### src/rtl/pc_sequencer.sv
// pc_sequencer: registered fetch PC with jump/branch/indirect targets,
// exception and ERET redirect, and a circular return-address stack.
// Ports:
//   clk, rst_n                   clock, async active-low reset
//   stall_i                      hold PC, RAS and pulses this cycle
//   npc_op_i                     0 SEQ 1 JUMP 2 OFFSET 3 JAL 4 JR 5 RET
//   base_pc_i, imm16_i, imm26_i  operands of the control-flow op
//   rs_val_i                     register target for JR/RET
//   exc_i, eret_i, epc_i         exception entry / return redirect
//   pc_o                         registered fetch PC
//   link_o                       base_pc_i + 4 (combinational)
//   ras_top_o, ras_count_o       RAS top entry (0 if empty), depth used
//   ras_hit_o, ras_miss_o        one-cycle RET prediction outcome
//   adel_o                       one-cycle misaligned-PC flag
module pc_sequencer #(
    parameter int          ADDR_W    = 32,
    parameter logic [31:0] RESET_PC  = 32'h0000_3000,
    parameter logic [31:0] EXC_VEC   = 32'h0000_4180,
    parameter int          RAS_DEPTH = 4,
    localparam int         CNT_W     = $clog2(RAS_DEPTH + 1)
) (
    input  logic              clk,
    input  logic              rst_n,
    input  logic              stall_i,
    input  logic [2:0]        npc_op_i,
    input  logic [ADDR_W-1:0] base_pc_i,
    input  logic [15:0]       imm16_i,
    input  logic [25:0]       imm26_i,
    input  logic [ADDR_W-1:0] rs_val_i,
    input  logic              exc_i,
    input  logic              eret_i,
    input  logic [ADDR_W-1:0] epc_i,
    output logic [ADDR_W-1:0] pc_o,
    output logic [ADDR_W-1:0] link_o,
    output logic [ADDR_W-1:0] ras_top_o,
    output logic [CNT_W-1:0]  ras_count_o,
    output logic              ras_hit_o,
    output logic              ras_miss_o,
    output logic              adel_o
);

    localparam int PTR_W = $clog2(RAS_DEPTH);

    localparam logic [2:0] OP_SEQ    = 3'd0;
    localparam logic [2:0] OP_JUMP   = 3'd1;
    localparam logic [2:0] OP_OFFSET = 3'd2;
    localparam logic [2:0] OP_JAL    = 3'd3;
    localparam logic [2:0] OP_JR     = 3'd4;
    localparam logic [2:0] OP_RET    = 3'd5;

    localparam logic [ADDR_W-1:0] RST_PC = RESET_PC[ADDR_W-1:0];
    localparam logic [ADDR_W-1:0] EXC_PC = EXC_VEC[ADDR_W-1:0];

    logic [ADDR_W-1:0] pc_q;
    logic [ADDR_W-1:0] seq;
    logic [ADDR_W-1:0] b4;
    logic [ADDR_W-1:0] jmp_tgt;
    logic [ADDR_W-1:0] off_tgt;
    logic [ADDR_W-1:0] tgt_d;

    logic [ADDR_W-1:0] ras_q [RAS_DEPTH];
    logic [PTR_W-1:0]  top_q;
    logic [PTR_W-1:0]  push_ptr;
    logic [CNT_W-1:0]  cnt_q;
    logic              ras_empty;
    logic              ras_full;
    logic [ADDR_W-1:0] ras_top;

    logic hit_q;
    logic miss_q;
    logic adel_q;

    assign seq     = pc_q + ADDR_W'(4);
    assign b4      = base_pc_i + ADDR_W'(4);
    assign jmp_tgt = {b4[ADDR_W-1:28], imm26_i, 2'b00};
    assign off_tgt = b4 + {{(ADDR_W-18){imm16_i[15]}}, imm16_i, 2'b00};

    always_comb begin
        tgt_d = seq;
        unique case (npc_op_i)
            OP_SEQ:    tgt_d = seq;
            OP_JUMP:   tgt_d = jmp_tgt;
            OP_OFFSET: tgt_d = off_tgt;
            OP_JAL:    tgt_d = jmp_tgt;
            OP_JR:     tgt_d = rs_val_i;
            OP_RET:    tgt_d = rs_val_i;
            default:   tgt_d = seq;
        endcase
    end

    // top_q points at the newest entry; a push pre-increments, so a
    // push into a full stack lands on the oldest slot and overwrites it.
    assign push_ptr  = top_q + PTR_W'(1);
    assign ras_empty = (cnt_q == '0);
    assign ras_full  = (cnt_q == CNT_W'(RAS_DEPTH));
    assign ras_top   = ras_empty ? '0 : ras_q[top_q];

    always_ff @(posedge clk or negedge rst_n) begin
        if (!rst_n) begin
            pc_q   <= RST_PC;
            top_q  <= '0;
            cnt_q  <= '0;
            hit_q  <= 1'b0;
            miss_q <= 1'b0;
            adel_q <= 1'b0;
            for (int i = 0; i < RAS_DEPTH; i++) begin
                ras_q[i] <= '0;
            end
        end else if (exc_i) begin
            pc_q   <= EXC_PC;
            top_q  <= '0;
            cnt_q  <= '0;
            hit_q  <= 1'b0;
            miss_q <= 1'b0;
            adel_q <= |EXC_PC[1:0];
        end else if (eret_i) begin
            pc_q   <= epc_i;
            hit_q  <= 1'b0;
            miss_q <= 1'b0;
            adel_q <= |epc_i[1:0];
        end else if (stall_i) begin
            hit_q  <= 1'b0;
            miss_q <= 1'b0;
            adel_q <= 1'b0;
        end else begin
            pc_q   <= tgt_d;
            adel_q <= |tgt_d[1:0];
            hit_q  <= 1'b0;
            miss_q <= 1'b0;
            if (npc_op_i == OP_JAL) begin
                ras_q[push_ptr] <= b4;
                top_q           <= push_ptr;
                if (!ras_full) begin
                    cnt_q <= cnt_q + CNT_W'(1);
                end
            end else if (npc_op_i == OP_RET) begin
                // Prediction check only; the PC always follows rs_val_i.
                if (ras_empty) begin
                    miss_q <= 1'b1;
                end else begin
                    hit_q  <= (ras_q[top_q] == rs_val_i);
                    miss_q <= (ras_q[top_q] != rs_val_i);
                    top_q  <= top_q - PTR_W'(1);
                    cnt_q  <= cnt_q - CNT_W'(1);
                end
            end
        end
    end

    assign pc_o        = pc_q;
    assign link_o      = b4;
    assign ras_top_o   = ras_top;
    assign ras_count_o = cnt_q;
    assign ras_hit_o   = hit_q;
    assign ras_miss_o  = miss_q;
    assign adel_o      = adel_q;

endmodule

### config.mk
export PLATFORM = sky130hd
export DESIGN_NAME = pc_sequencer
export DESIGN_NICKNAME = d
export VERILOG_FILES = /design/src/rtl/pc_sequencer.sv
export SDC_FILE = /design/constraint.sdc
export NUM_CORES = 1
export LEC_CHECK = 0
export BUFFER_PORTS_ARGS = -buffer_cell sky130_fd_sc_hd__clkbuf_2
export CAP_MARGIN = 20
export CELL_PAD_IN_SITES_DETAIL_PLACEMENT = 1
export CELL_PAD_IN_SITES_GLOBAL_PLACEMENT = 1
export CORE_ASPECT_RATIO = 0.8
export CORE_MARGIN = 4
export CORE_UTILIZATION = 42
export DETAILED_ROUTE_END_ITERATION = 7
export PLACE_DENSITY = 0.88
export SLEW_MARGIN = 20
export SYNTH_ARGS = -nofsm -noshare
export SYNTH_HDL_FRONTEND = slang
export SYNTH_SLANG_ARGS = --single-unit
### constraint.sdc
create_clock -name clk -period 3 [get_ports clk]
set_input_delay 0 -clock clk [delete_from_list [all_inputs] [get_ports clk]]
set_output_delay 0 -clock clk [all_outputs]
set_load 0.05 [all_outputs]
After elaboration in Yosys (flattened, before gate mapping)
Cells that the tools add are included.

Add/subtract/negate cells: 7. $lt $le $gt $ge: 3. Eq/ne operators: 13. Muxes and demuxes: 39. Bitwise logic cells: 5. Reductions and logical operators: 10.

Operators by type and width (number): $mux 32 (7); $bwmux 128 (1); $pmux 32 s3 (1); $add 32x3->32 const B (2); $bmux 32 s2 (1); $demux 32 s2 (1); $add 32x32->32 (1); $eq 32x32->1 (1); $ne 32x32->1 (1); $mux 3 (7); $mux 1 (15); $mux 2 (6); $eq 3x3->1 const B (3); $reduce_and 4->1 (2); $reduce_or 2->1 (4); $eq 3x2->1 const B (2); $ge 3x3->1 const B (2); $not 2->3 (2); $reduce_and 5->1 (1); $add 3x1->3 const B (1); $eq 3x1->1 const B (1); $logic_not 3->1 (1); $lt 3x1->1 const B (1); $ne 3x1->1 const B (1); other kinds (10) (12).

Register bits: 168. Output and inout port bits: 102.

Longest topological paths before layout
Gate-level depths: netlist of the first run.

Word-level depth: 11. Gate-level depth with buffers: 17. Gate-level depth less buffers: 17.

Worst setup path after synthesis of the first run
No wires, ideal clock.

Path kind: input-to-reg. From: in base_pc_i[5]. To: reg pc_q[29] (netlist: pc_o[29]). Setup time: 0.069 ns. Arrival time: 3.488 ns. Setup slack: -0.557 ns. Stages: 14. Path buffers: 1. Path through: and4_1 -> nand4_1 -> nor2_1 -> nand3_1 -> xor2_1 -> inv_1 -> ha_1 -> clkbuf_1 -> and4_1 -> nand2_1 -> o31a_1 -> or4_4 -> or4b_1 -> nand3_1.

Cells in the longest elaborated chain, start to end: 6.

RTL lines: from (decl) (RTL line 26) `input logic [ADDR_W-1:0] base_pc_i,`; $add 32x3->32 (RTL line 74) `assign b4 = base_pc_i + ADDR_W'(4);`; named net link_o[17] (RTL line 34) `output logic [ADDR_W-1:0] link_o,`; $add 32x32->32 (RTL line 76) `assign off_tgt = b4 + {{(ADDR_W-18){imm16_i[15]}}, imm16_i, 2'b00};`; $pmux 32 s3 (RTL line 80) `unique case (npc_op_i)`; $mux 32 (RTL line 121) `end else if (stall_i) begin`; $mux 32 (RTL line 116) `end else if (eret_i) begin`; $mux 32 (RTL line 109) `end else if (exc_i) begin`; to (signal assigned) (RTL line 117) `pc_q <= epc_i;`; to (signal assigned) (RTL line 126) `pc_q <= tgt_d;`; to (decl) (RTL line 54) `logic [ADDR_W-1:0] pc_q;`.

The timed path passes the listed nets, and every way through them passes these cells. The select of a mux whose other input is x is not followed. A chain may end at the register's enable or synchronous reset.

Final worst setup path of the first run
From: in base_pc_i[6]. To: reg pc_q[28] (netlist: pc_o[28]).

Cells in the longest elaborated chain, start to end: 6.

RTL lines (RTL line): $add 32x3->32 * (74); $add 32x32->32 (76); $pmux 32 s3 * (80); $mux 32 * (121); $mux 32 * (116); $mux 32 * (109).

Mark *: on every way between the ends. The rest lies on a longest branch, timed or not. The select of a mux whose other input is x is not followed.

==> impl_results.md, run 1 <==
* Die height at about 160 µm
* Initial DRT Pass Iterations at 5
* H-tree levels at 4
* CTS Sinks at 168
* P per Cell Area at approximately 430 nW/µm²
* Fin util at 58.66%
* Family with the most delay on the worst path: compound AO/OA/AOI/OAI gates
* Filler cells at 3153
* Final wirelength at 52.86 mm
* Min Tclk post-route at 2885 ps
* Hold Vio Cnt, Final at 0
* Post-Syn Nets at 1480
* Arrival @ worst endpoint at 3250 ps
* Post-DP Area at 14410 µm²
* Switching share of power at 34.75%
* Worst-path maximum fanout at 4
* Net Sw Power at 2.331 mW
* Power Internal at 4.376 mW
* Width of the die at about 190 µm
* Crit path from: base_pc_i[6]
* GR Layer Usage met1 at between 40% and 50%
* Met2 usage at 56.36%
* Instance count on the critical path at 19
* FF-to-FF path depth at 8
* Adder-Cell Fraction of Synth Area at under 10%
* DP HPWL at 40.43 mm
* Hold Slack at 17.37 ps
* Sequential-to-total area share from yosys stat at between 30% and 40%
* Post-synthesis xor/xnor area fraction at around 8.0%
* Worst hold path class: input pin to register
* FMAX at 346.7 MHz
* Status: completed
* Post-Syn Area at 11340 µm²
* Drt via density at 6.086
* Largest family of logic cells by synthesized area: compound AO/OA/AOI/OAI gates
* Comb pwr share at 27.9%
* Slew headroom at 53.12%
* Area contributors post-synth: dfrtp_1, o21ai_0, nand2_1, mux4_2, xor2_1
* Crit. End Element: register
* Met3 usage at 6.909%
* Clock Power Share at 34.4%
* Maximum VDD drop at 408.5 µV
* Clock buffer depth at 2
* Largest net degree at the start of global routing at 89
* Synth area leader: dfrtp_1
* Synth top area share at 36.62%
* Critical Path RT at ~3400 ps
* Initial antenna violation count at 1
* Max-slew violations at 0
* Die area at 29720 µm²
* Root buffer cell: clkbuf_16
* Final-report setup violation count at 0
* Worst Tran Pin Value at 703.2 ps
* Overflow after GRT at 0
* Mux contribution to synthesized area at 7.687%
* Clk_lat worst skew at ~460 ps
* Post-DRT Antenna Nets at 0
* Synth Area in Simple Gates at 18.28%
* Skew final at 9.225 ps
* Yosys cell types at 68
* Routed length per placed instance at 25.22 µm
* Gate Count Post-Synth at 1291
* Ys async rst share at 100.0%
* Buf+Inv Stages, Crit Path at 3
* Kind of critical path: input pin to register
* CTS tree: done
* Grt peak-use layer: met2
* Vias in the first global route at 13570
* Core area at 26460 µm²
* Syn Area/Cell at between 8 and 9 µm²
* Largest stage delay, worst path at 320 ps
* All-Layer GR Usage at a little over a third
* CP cell instances: clkbuf_2 -> and4_4 -> nand2_1 -> nor2_4 -> nand2_4 -> nor2_1 -> nand4_1 -> xor2_2 -> inv_1 -> buf_4 -> ha_1 -> a21oi_1 -> o21ai_0 -> a21oi_1 -> nor2b_1 -> o21ai_0 -> a21oi_1 -> o31a_1 -> o31ai_1
* Compound-Gate Fraction of Synth Area at ~20%
* PortBufs at around 250
* Max_cap viols at 0
* Clk slew on worst S/H paths at 70 ps
* Inserted Clock Buffers at 17
* Number of remaining DRC errors at 0
* Area growth from synthesis to layout at 36.80%
* Ys Warns at 0
* I/O pin total at about 250
* Starting Density at 42.88%
* Worst Hold Depth at 4
* Ys flop type: dfrtp_1
* Leak at 7.246 nW
* Most frequent cells in the layout: clkbuf_2, buf_4, nand2_1, o21ai_0, dfrtp_1
* Number of flops mapped to enable cells by yosys at 0
* Crit start category: input pin
* Tcrit/Tclk final at a little under 100%
* Nets@finish at 1916
* First-pass GRT wire length at around 79 mm
* Share of cells above drive strength 1 at 33.95%
* RR Startpoint: top_q[0]$_DFFE_PN0P_
* Detailed-route via count at 12760
* FP Rows at 53
* Commonest non-fill, non-tap cell in the layout: clkbuf_2
* CP max-delay cell: ha_1
* DR iter-0 viols at 1268
* Post-synthesis register bit count at roughly 170
* Hold path startpoint: epc_i[30]
* Design Area, Final at 15520 µm²
* Placer Congestion at 0.9833
* Reg power frac at 37.7%
* Critical Path Most Common Cell: a21oi_1
[synth_stat cells (8+ instances only)]
master    instances
nor2b_1          40
nor3_1           22
a21oi_1          69
mux4_2           32
a221oi_1         17
mux2_2            9
xnor2_1          39
o21ai_0         179
o221ai_1         16
clkbuf_1         60
o21bai_1          8
a21o_1            9
ha_1             41
nor4_1           12
nand2b_1          9
nand3_1          33
nor2_1           61
and3_1           14
nand2_1         198
a31oi_1           9
xor2_1           62
inv_1            53
a211oi_1          8
dfrtp_1         166
nand4_1          20
[flip-flops by register name, summed over array words and instances, names as in the netlist]
signal / count
ras_q: 128
pc_o: 32
ras_count_o: 3
top_q: 2
adel_o: 1
ras_hit_o: 1
ras_miss_o: 1
[power groups by stage]
stage | clock network, mW | logic [mW] | registers, mW
2_1_floorplan | 0 | 0.789 | 2.67
3_3_place_gp | 0 | 1.68 | 2.55
3_5_place_dp | 0 | 1.74 | 2.57
4_1_cts | 2.32 | 1.81 | 2.53
5_1_grt | 2.40 | 1.98 | 2.54
6_report | 2.31 | 1.87 | 2.53
[layer usage]
metal | vias up | part of all wire [%]
met3 | 154 | 8.5
li1 | 5485 | -
met5 | - | 0
met1 | 6428 | 41
met4 | 0 | 4.5
met2 | 689 | 46
[worst min-delay path: cells and delay by family]
kind	cells	cell delay, ps
AND/OR/NAND/NOR	2	160
buffers and inverters	1	80
AO/OA/AOI/OAI	1	190
[path summary, 6_finish.rpt]
kind	end	slack (ps)
max in group asynchronous	pc_o[13]$_DFFE_PN1P_	2010
worst max register to register	ras_miss_o$_DFF_PN0_	230
worst min register to register	ras_q[19]$_DFFE_PN0P_	480
worst max-delay path	pc_o[28]$_DFFE_PN0P_	120
min in group asynchronous	ras_q[104]$_DFFE_PN0P_	90
worst min-delay path	pc_o[30]$_DFFE_PN0P_	20
[layout make-up]
| class | instances | area (µm²) | share of cell area (%) |
|---|---|---|---|
| antenna | 1 | 2.502 | 0.01612 |
| clock buffer | 18 | 439.2 | 2.830 |
| clock inverter | 12 | 141.4 | 0.9110 |
| inverter | 54 | 210.2 | 1.354 |
| multi-input combinational | 999 | 6880 | 44.33 |
| sequential | 168 | 4208 | 27.11 |
| tap | 357 | 446.7 | 2.878 |
| timing repair buffer | 487 | 3192 | 20.57 |
[cells by family after synthesis]
family / after synthesis
and+or+nand+nor: 440
AOI/OAI and AO/OA: 368
DFF: 168
buffers and inverters: 124
xor gates and xnor gates: 102
muxes: 46
adders and majority gates: 43
[repair_timing]
item / 4_1_cts / 5_1_grt
endpoints found under the hold margin: 92 / 0
pin swaps: 0 / 7
endpoints found under the setup margin: 5 / 12
setup buffers: 0 / 2
gates resized for setup: 4 / 22
hold buffers: 39 / 0
[per-stage QoR]
stage / power (mW) / setup TNS (ps) / instances / setup slack [ps]
3_5_place_dp: 4.311 / -5040 / 2024 / -614.7
3_3_place_gp: 4.234 / -2372 / 2024 / -320.9
4_1_cts: 6.653 / 0 / 2093 / 6.835
6_report: 6.707 / 0 / 2096 / 115.3
5_1_grt: 6.932 / -186.8 / 2096 / -81.01
2_1_floorplan: 3.457 / -218.2 / 1291 / -206.2
No activity file was read; power rests on OpenSTA's default activity.
==> run 2, diff against run 1 <==
clock period = 3.3 ns   (was 3 ns; I/O delays follow)
==> impl_results.md, run 2 (synthesized netlist as in run 1, its figures left out) <==
* Nets@finish at 1865 (-2.7%)
* Crit start category: register
* All-Layer GR Usage at 34.39% (-0.51 points)
* Worst Tran Pin Value at 995.7 ps (+292.5 ps)
* CTS tree: done
* Family with the most delay on the worst path: simple AND/OR/NAND/NOR gates
* Hold Vio Cnt, Final at 0 (unchanged)
* Status: completed
* PnR worst setup slack at 144.1 ps (+28.84 ps)
* Worst r2r dst: ras_miss_o$_DFF_PN0_
* Vias in the first global route at 13200 (-2.8%)
* Clock buffer depth at 2 (unchanged)
* Final-report setup violation count at 0 (unchanged)
* Arrival @ worst endpoint at 3480 ps (+230 ps)
* Root buffer cell: clkbuf_16
* Largest stage delay, worst path at 640 ps (+320 ps)
* Filler cells at 3193 (+1.3%)
* Die area at 29720 µm² (unchanged)
* Number of remaining DRC errors at 0 (unchanged)
* Starting Density at 42.88% (unchanged)
* Crit path from: top_q[0]$_DFFE_PN0P_
* Critical Path RT at 3620 ps (+250 ps)
* Placer Congestion at 0.9845 (+0.12%)
* Worst hold path class: input pin to register
* Max reg flops at 128 (unchanged)
* Kind of critical path: register to register
* Final wirelength at 51.54 mm (-2.5%)
* Top reg by flops: ras_q
* Drt via density at 6.129 (+0.71%)
* FMAX at 316.9 MHz
* Tcrit/Tclk final at 95.63%
* CP max-delay cell: mux4_2
* Max_cap viols at 0 (unchanged)
* I/O pin total at 248 (unchanged)
* Routed length per placed instance at 25.18 µm (-0.18%)
* Width of the die at 191.8 µm (unchanged)
* Max-slew violations at 0 (unchanged)
* Crit. End Element: register
* CTS Sinks at 168 (unchanged)
* Inserted Clock Buffers at 17 (unchanged)
* CP cell instances: buf_12 -> mux4_2 -> xor2_1 -> nor4_1 -> nand4_1 -> nor4_1 -> nand4_1 -> nor2b_1
* First-pass GRT wire length at 78.30 mm (-1.2%)
* FP Rows at 53 (unchanged)
* Maximum VDD drop at 396.2 µV (-3.0%)
* Buf+Inv Stages, Crit Path at 1 (-2)
* Post-DRT Antenna Nets at 0 (unchanged)
* Area growth from synthesis to layout at 32.04%
* Slew headroom at 33.14% (-20 points)
* Most frequent cells in the layout: clkbuf_2, nand2_1, o21ai_0, dfrtp_1, buf_4
* Largest net degree at the start of global routing at 93 (+4.5%)
* Share of cells above drive strength 1 at 29.78% (-4.2 points)
* Worst-path maximum fanout at 24 (+20)
* Fin util at 56.61% (-2.0 points)
* Clk_lat worst skew at 460 ps (about the same)
* Clk slew on worst S/H paths at 80 ps (about the same)
* Final Total Pwr at 6.032 mW (-10%)
* Initial antenna violation count at 2 (+1)
* Skew final at 12.85 ps (+3.620 ps)
* Pre-CTS setup slack at -195.2 ps (+419.5 ps)
* Core area at 26460 µm² (unchanged)
* Setup slack, reg-to-reg at 140 ps (-90 ps)
* Instance count on the critical path at 8 (-11)
* Detailed-route via count at 12550 (-1.6%)
* Leak at 6.977 nW (-3.7%)
* Die height at 155 µm (unchanged)
* RR Startpoint: top_q[0]$_DFFE_PN0P_
* Overflow after GRT at 0 (unchanged)
* Setup crit end: ras_miss_o$_DFF_PN0_
* FF-to-FF path depth at 8 (unchanged)
* DP HPWL at 39.25 mm (-2.9%)
* H-tree levels at 4 (unchanged)
* Initial DRT Pass Iterations at 6 (+1)
* P per Cell Area at 402.7 nW/µm² (-6.8%)
* PortBufs at 247 (unchanged)
* Min Tclk post-route at 3156 ps
* Commonest non-fill, non-tap cell in the layout: clkbuf_2
* DR iter-0 viols at 1270 (+0.16%)
## run 2: cell types whose count changed in the layout (fill, tap and decap cells not counted), moves of 3 or more
| cell | previous run | this run |
|---|---|---|
| buf_4 | 197 | 146 |
| xor2_1 | 52 | 58 |
| o21ai_0 | 176 | 179 |
| inv_8 | 1 | 4 |
| inv_2 | 12 | 3 |
| a21oi_2 | 4 | 0 |
| xor2_2 | 10 | 4 |
| a21oi_1 | 65 | 69 |
| inv_1 | 38 | 50 |
| ha_1 | 36 | 40 |
| inv_4 | 3 | 0 |
## run 2: worst min-delay path by stage
| stage | depth (start not counted) | slack, ps | end | startpoint |
|---|---|---|---|---|
| 4_1_cts | 5 | 10 | pc_o[14]$_DFFE_PN0P_ | imm26_i[12] |
| 3_5_place_dp | 1 | 130 | ras_q[101]$_DFFE_PN0P_ | rst_n |
| 6_report | 5 | 30 | pc_o[14]$_DFFE_PN0P_ | imm26_i[12] |
| 3_3_place_gp | 1 | 110 | ras_q[102]$_DFFE_PN0P_ | rst_n |
| 2_1_floorplan | 0 | -300 | adel_o$_DFF_PN0_ | rst_n |
| 5_1_grt | 5 | 40 | pc_o[14]$_DFFE_PN0P_ | imm26_i[12] |
## run 2: area by class of cell
type	instances	area [µm²]	area share, %
multi-input cells	999	6709	44.79
clock inverters	15	176.4	1.178
well taps	357	446.7	2.982
diodes	1	2.502	0.01671
flip-flops and latches	168	4208	28.09
repair buffers	436	2809	18.75
clock buffers	17	425.4	2.840
inverters	54	202.7	1.353
## run 2: metal layers
metal  track usage [%]  vias up  wire [µm]
met5                 0        -          0
met1             44.43     6248      20350
li1                  -     5401          -
met2             55.77      711      24010
met4             15.11        0       2521
met3             7.515      186       4650
## run 2: worst register-to-register path, delay by kind of cell (launching register included)
| family | cells | cell delay, ps |
|---|---|---|
| buffers and inverters | 1 | 270 |
| DFF | 1 | 530 |
| muxes | 1 | 670 |
| xor gates and xnor gates | 1 | 200 |
| and+or+nand+nor | 5 | 1360 |
## run 2: power by group
| part | internal, mW | switching, mW | total [mW] | leakage (nW) |
|---|---|---|---|---|
| combinational | 0.591 | 1.01 | 1.60 | 4.42 |
| clock | 1.09 | 1.04 | 2.13 | 0.292 |
| sequential | 2.19 | 0.113 | 2.30 | 2.27 |
## run 2: per-stage QoR
step                area (µm²)  hold WS, ps  TNS, ps  cells
global route             14980        43.05   -3.170   2047
finish                   14980        31.77        0   2047
detailed placement       13950        125.1    -1100   1974
floorplan                11380       -295.6   -59.21   1291
global placement         13950        112.8   -6.432   1974
CTS                      14940        10.06        0   2045
## run 2: repair_timing
item,in CTS,in global routing
hold buffers,39,0
endpoints found under the setup margin,0,8
endpoints found under the hold margin,131,0
resized for setup,0,7
setup buffers,0,1
==> run 3, diff against run 2 <==
==> constraint.sdc (replaced) <==
create_clock -name clk -period 3.3 [get_ports clk]
set_input_delay 0.165 -clock clk [delete_from_list [all_inputs] [get_ports clk]]
set_output_delay 0.165 -clock clk [all_outputs]
set_load 0.05 [all_outputs]
==> impl_results.md, run 3 (synthesized netlist as in run 1, its figures left out) <==
* Status: completed
* Buf+Inv Stages, Crit Path at 3 (+2)
* RSZ-0062 raised after global routing: no
* Clk_lat worst skew at 450 ps (about the same)
* First-pass GRT wire length at 79.95 mm (+2.1%)
* Multi-input logic area at 6799 µm² (+1.3%)
* Crit. End Element: register
* Worst hold path class: input pin to register
* DP HPWL at 40.01 mm (+1.9%)
* Worst Tran Pin Value at 834.3 ps (-161.4 ps)
* Final Total Pwr at 6.100 mW (+1.1%)
* Detailed-route via count at 12580 (+0.25%)
* Max-slew violations at 0 (unchanged)
* Number of remaining DRC errors at 0 (unchanged)
* Die area at 29720 µm² (unchanged)
* Drt via density at 6.129 (about the same)
* Starting Density at 42.88% (unchanged)
* H-tree levels at 4 (unchanged)
* Top reg by flops: ras_q
* Share of cells above drive strength 1 at 32.72% (+2.9 points)
* Root buffer cell: clkbuf_16
* CTS Sinks at 168 (unchanged)
* Max reg flops at 128 (unchanged)
* Clock buffer depth at 2 (unchanged)
* Arrival @ worst endpoint at 3630 ps (+150 ps)
* Family with the most delay on the worst path: simple AND/OR/NAND/NOR gates
* Most frequent cells in the layout: clkbuf_2, nand2_1, o21ai_0, buf_4, dfrtp_1
* Die height at 155 µm (unchanged)
* Placer Congestion at 1.064 (+8.0%)
* FMAX at 308.6 MHz (-2.6%)
* Tcrit/Tclk final at 98.20% (+2.6 points)
* Crit start category: input pin
* Cell Count, Final, Fillers Out at 2052 (+0.24%)
* Inserted Clock Buffers at 17 (unchanged)
* Routed length per placed instance at 26.13 µm (+3.8%)
* Skew final at 12.90 ps (+0.05520 ps)
* DP Cell Count at 1998 (+1.2%)
* CP cell instances: clkbuf_2 -> and4_4 -> nand4_1 -> buf_4 -> nor2_2 -> nand2_1 -> xor2_2 -> inv_2 -> ha_1 -> a21o_1 -> a21o_1 -> a21oi_1 -> o31a_1 -> o31a_1 -> or4_4 -> or4b_1 -> nand3_1
* PortBufs at 247 (unchanged)
* Area growth from synthesis to layout at 32.62%
* Core area at 26460 µm² (unchanged)
* Largest net degree at the start of global routing at 80 (-14%)
* Overflow after GRT at 0 (unchanged)
* Leak at 7.007 nW (+0.42%)
* Initial antenna violation count at 2 (unchanged)
* Filler cells at 3221 (+0.88%)
* Critical Path RT at 3690 ps (+70 ps)
* CP max-delay cell: or4b_1
* DR iter-0 viols at 1243 (-2.1%)
* Slew headroom at 43.98% (+11 points)
* Initial DRT Pass Iterations at 7 (+1)
* Width of the die at 191.8 µm (unchanged)
* Final-report setup violation count at 0 (unchanged)
* I/O pin total at 248 (unchanged)
* CTS tree: done
* Register cell area after layout at 4208 µm² (unchanged)
* Worst-path maximum fanout at 4 (-83%)
* Largest stage delay, worst path at 510 ps (-130 ps)
* Max_cap viols at 0 (unchanged)
* All-Layer GR Usage at 35.31% (+0.91 points)
* P per Cell Area at 405.4 nW/µm² (+0.68%)
* Final wirelength at 53.61 mm (+4.0%)
* Maximum VDD drop at 386.9 µV (-2.4%)
* Commonest non-fill, non-tap cell in the layout: clkbuf_2
* Vias in the first global route at 13280 (+0.61%)
* FP Rows at 53 (unchanged)
* Setup slack, reg-to-reg at 250 ps (+110 ps)
* Min Tclk post-route at 3241 ps (+84.69 ps)
* Kind of critical path: input pin to register
* Nets@finish at 1869 (+0.21%)
* Hold Vio Cnt, Final at 0 (unchanged)
* Post-DRT Antenna Nets at 0 (unchanged)
* Clk slew on worst S/H paths at 70 ps (about the same)
-- run 3: changes by cell type in the layout (fill, tap and decap cells not counted), moves of 4 or more --
cell	before	now
inv_2	3	13
xor2_1	58	54
xor2_2	4	8
dlygate4sd3_1	39	19
buf_4	146	171
inv_8	4	0
inv_1	50	39
-- run 3: final timing paths --
path / end / from / depth (start not counted)
max: pc_o[29]$_DFFE_PN0P_ / base_pc_i[7] / 17
min: pc_o[23]$_DFFE_PN0P_ / epc_i[23] / 3
max reg2reg: pc_o[25]$_DFFE_PN0P_ / pc_o[12]$_DFFE_PN1P_ / 8
min reg2reg: ras_q[43]$_DFFE_PN0P_ / ras_q[43]$_DFFE_PN0P_ / 2
max in group asynchronous: pc_o[13]$_DFFE_PN1P_ / rst_n / 3
min in group asynchronous: ras_q[101]$_DFFE_PN0P_ / rst_n / 2
-- run 3: tightest hold or removal path: cells and delay by family --
kind,cells,cell delay [ps]
compound gates,2,150
buf+inv,1,110
-- run 3: power breakdown --
group | internal, mW | leakage (nW) | switching [mW]
clock network | 1.19 | 0.297 | 0.953
logic | 0.614 | 4.44 | 1.04
registers | 2.19 | 2.27 | 0.119
total | 3.99 | 7.01 | 2.11
-- run 3: layer usage --
| metal | up-vias | GRT usage, % | part of all wire (%) |
|---|---|---|---|
| met1 | 6288 | 46.45 | 40 |
| met5 | - | 0 | 0 |
| li1 | 5390 | - | - |
| met3 | 174 | 6.864 | 8.8 |
| met4 | 0 | 15.18 | 4.7 |
| met2 | 725 | 57.10 | 47 |
-- run 3: metrics by stage --
step	area [µm²]	worst slack [ps]	utilization, %	TNS [ps]	hold slack, ps
2_1_floorplan	11440	-71.46	-	-71.46	-130.6
3_3_place_gp	14170	-207.4	53.56	-831.0	262.5
3_5_place_dp	14170	-387.6	53.56	-2873	264.0
4_1_cts	14980	20.69	56.61	0	6.190
5_1_grt	15050	3.218	56.86	0	28.71
6_report	15050	59.44	56.86	0	11.94
-- run 3: repair_timing --
| item | in CTS | in global routing |
|---|---|---|
| endpoints found under the hold margin | 94 | 0 |
| gates resized for setup | 3 | 12 |
| hold buffers | 19 | 0 |
| gates cloned | 0 | 0 |
| pin swaps | 0 | 1 |
| setup buffers | 0 | 1 |
| endpoints found under the setup margin | 2 | 10 |
-- run 3: area by class of cell --
| type | count | share of cell area [%] |
|---|---|---|
| multi-input combinational | 999 | 45.19 |
| tap | 357 | 2.969 |
| clock buffer | 20 | 3.102 |
| antenna | 2 | 0.03326 |
| sequential | 168 | 27.97 |
| inverter | 54 | 1.364 |
| timing repair buffer | 440 | 18.45 |
| clock inverter | 12 | 0.9231 |
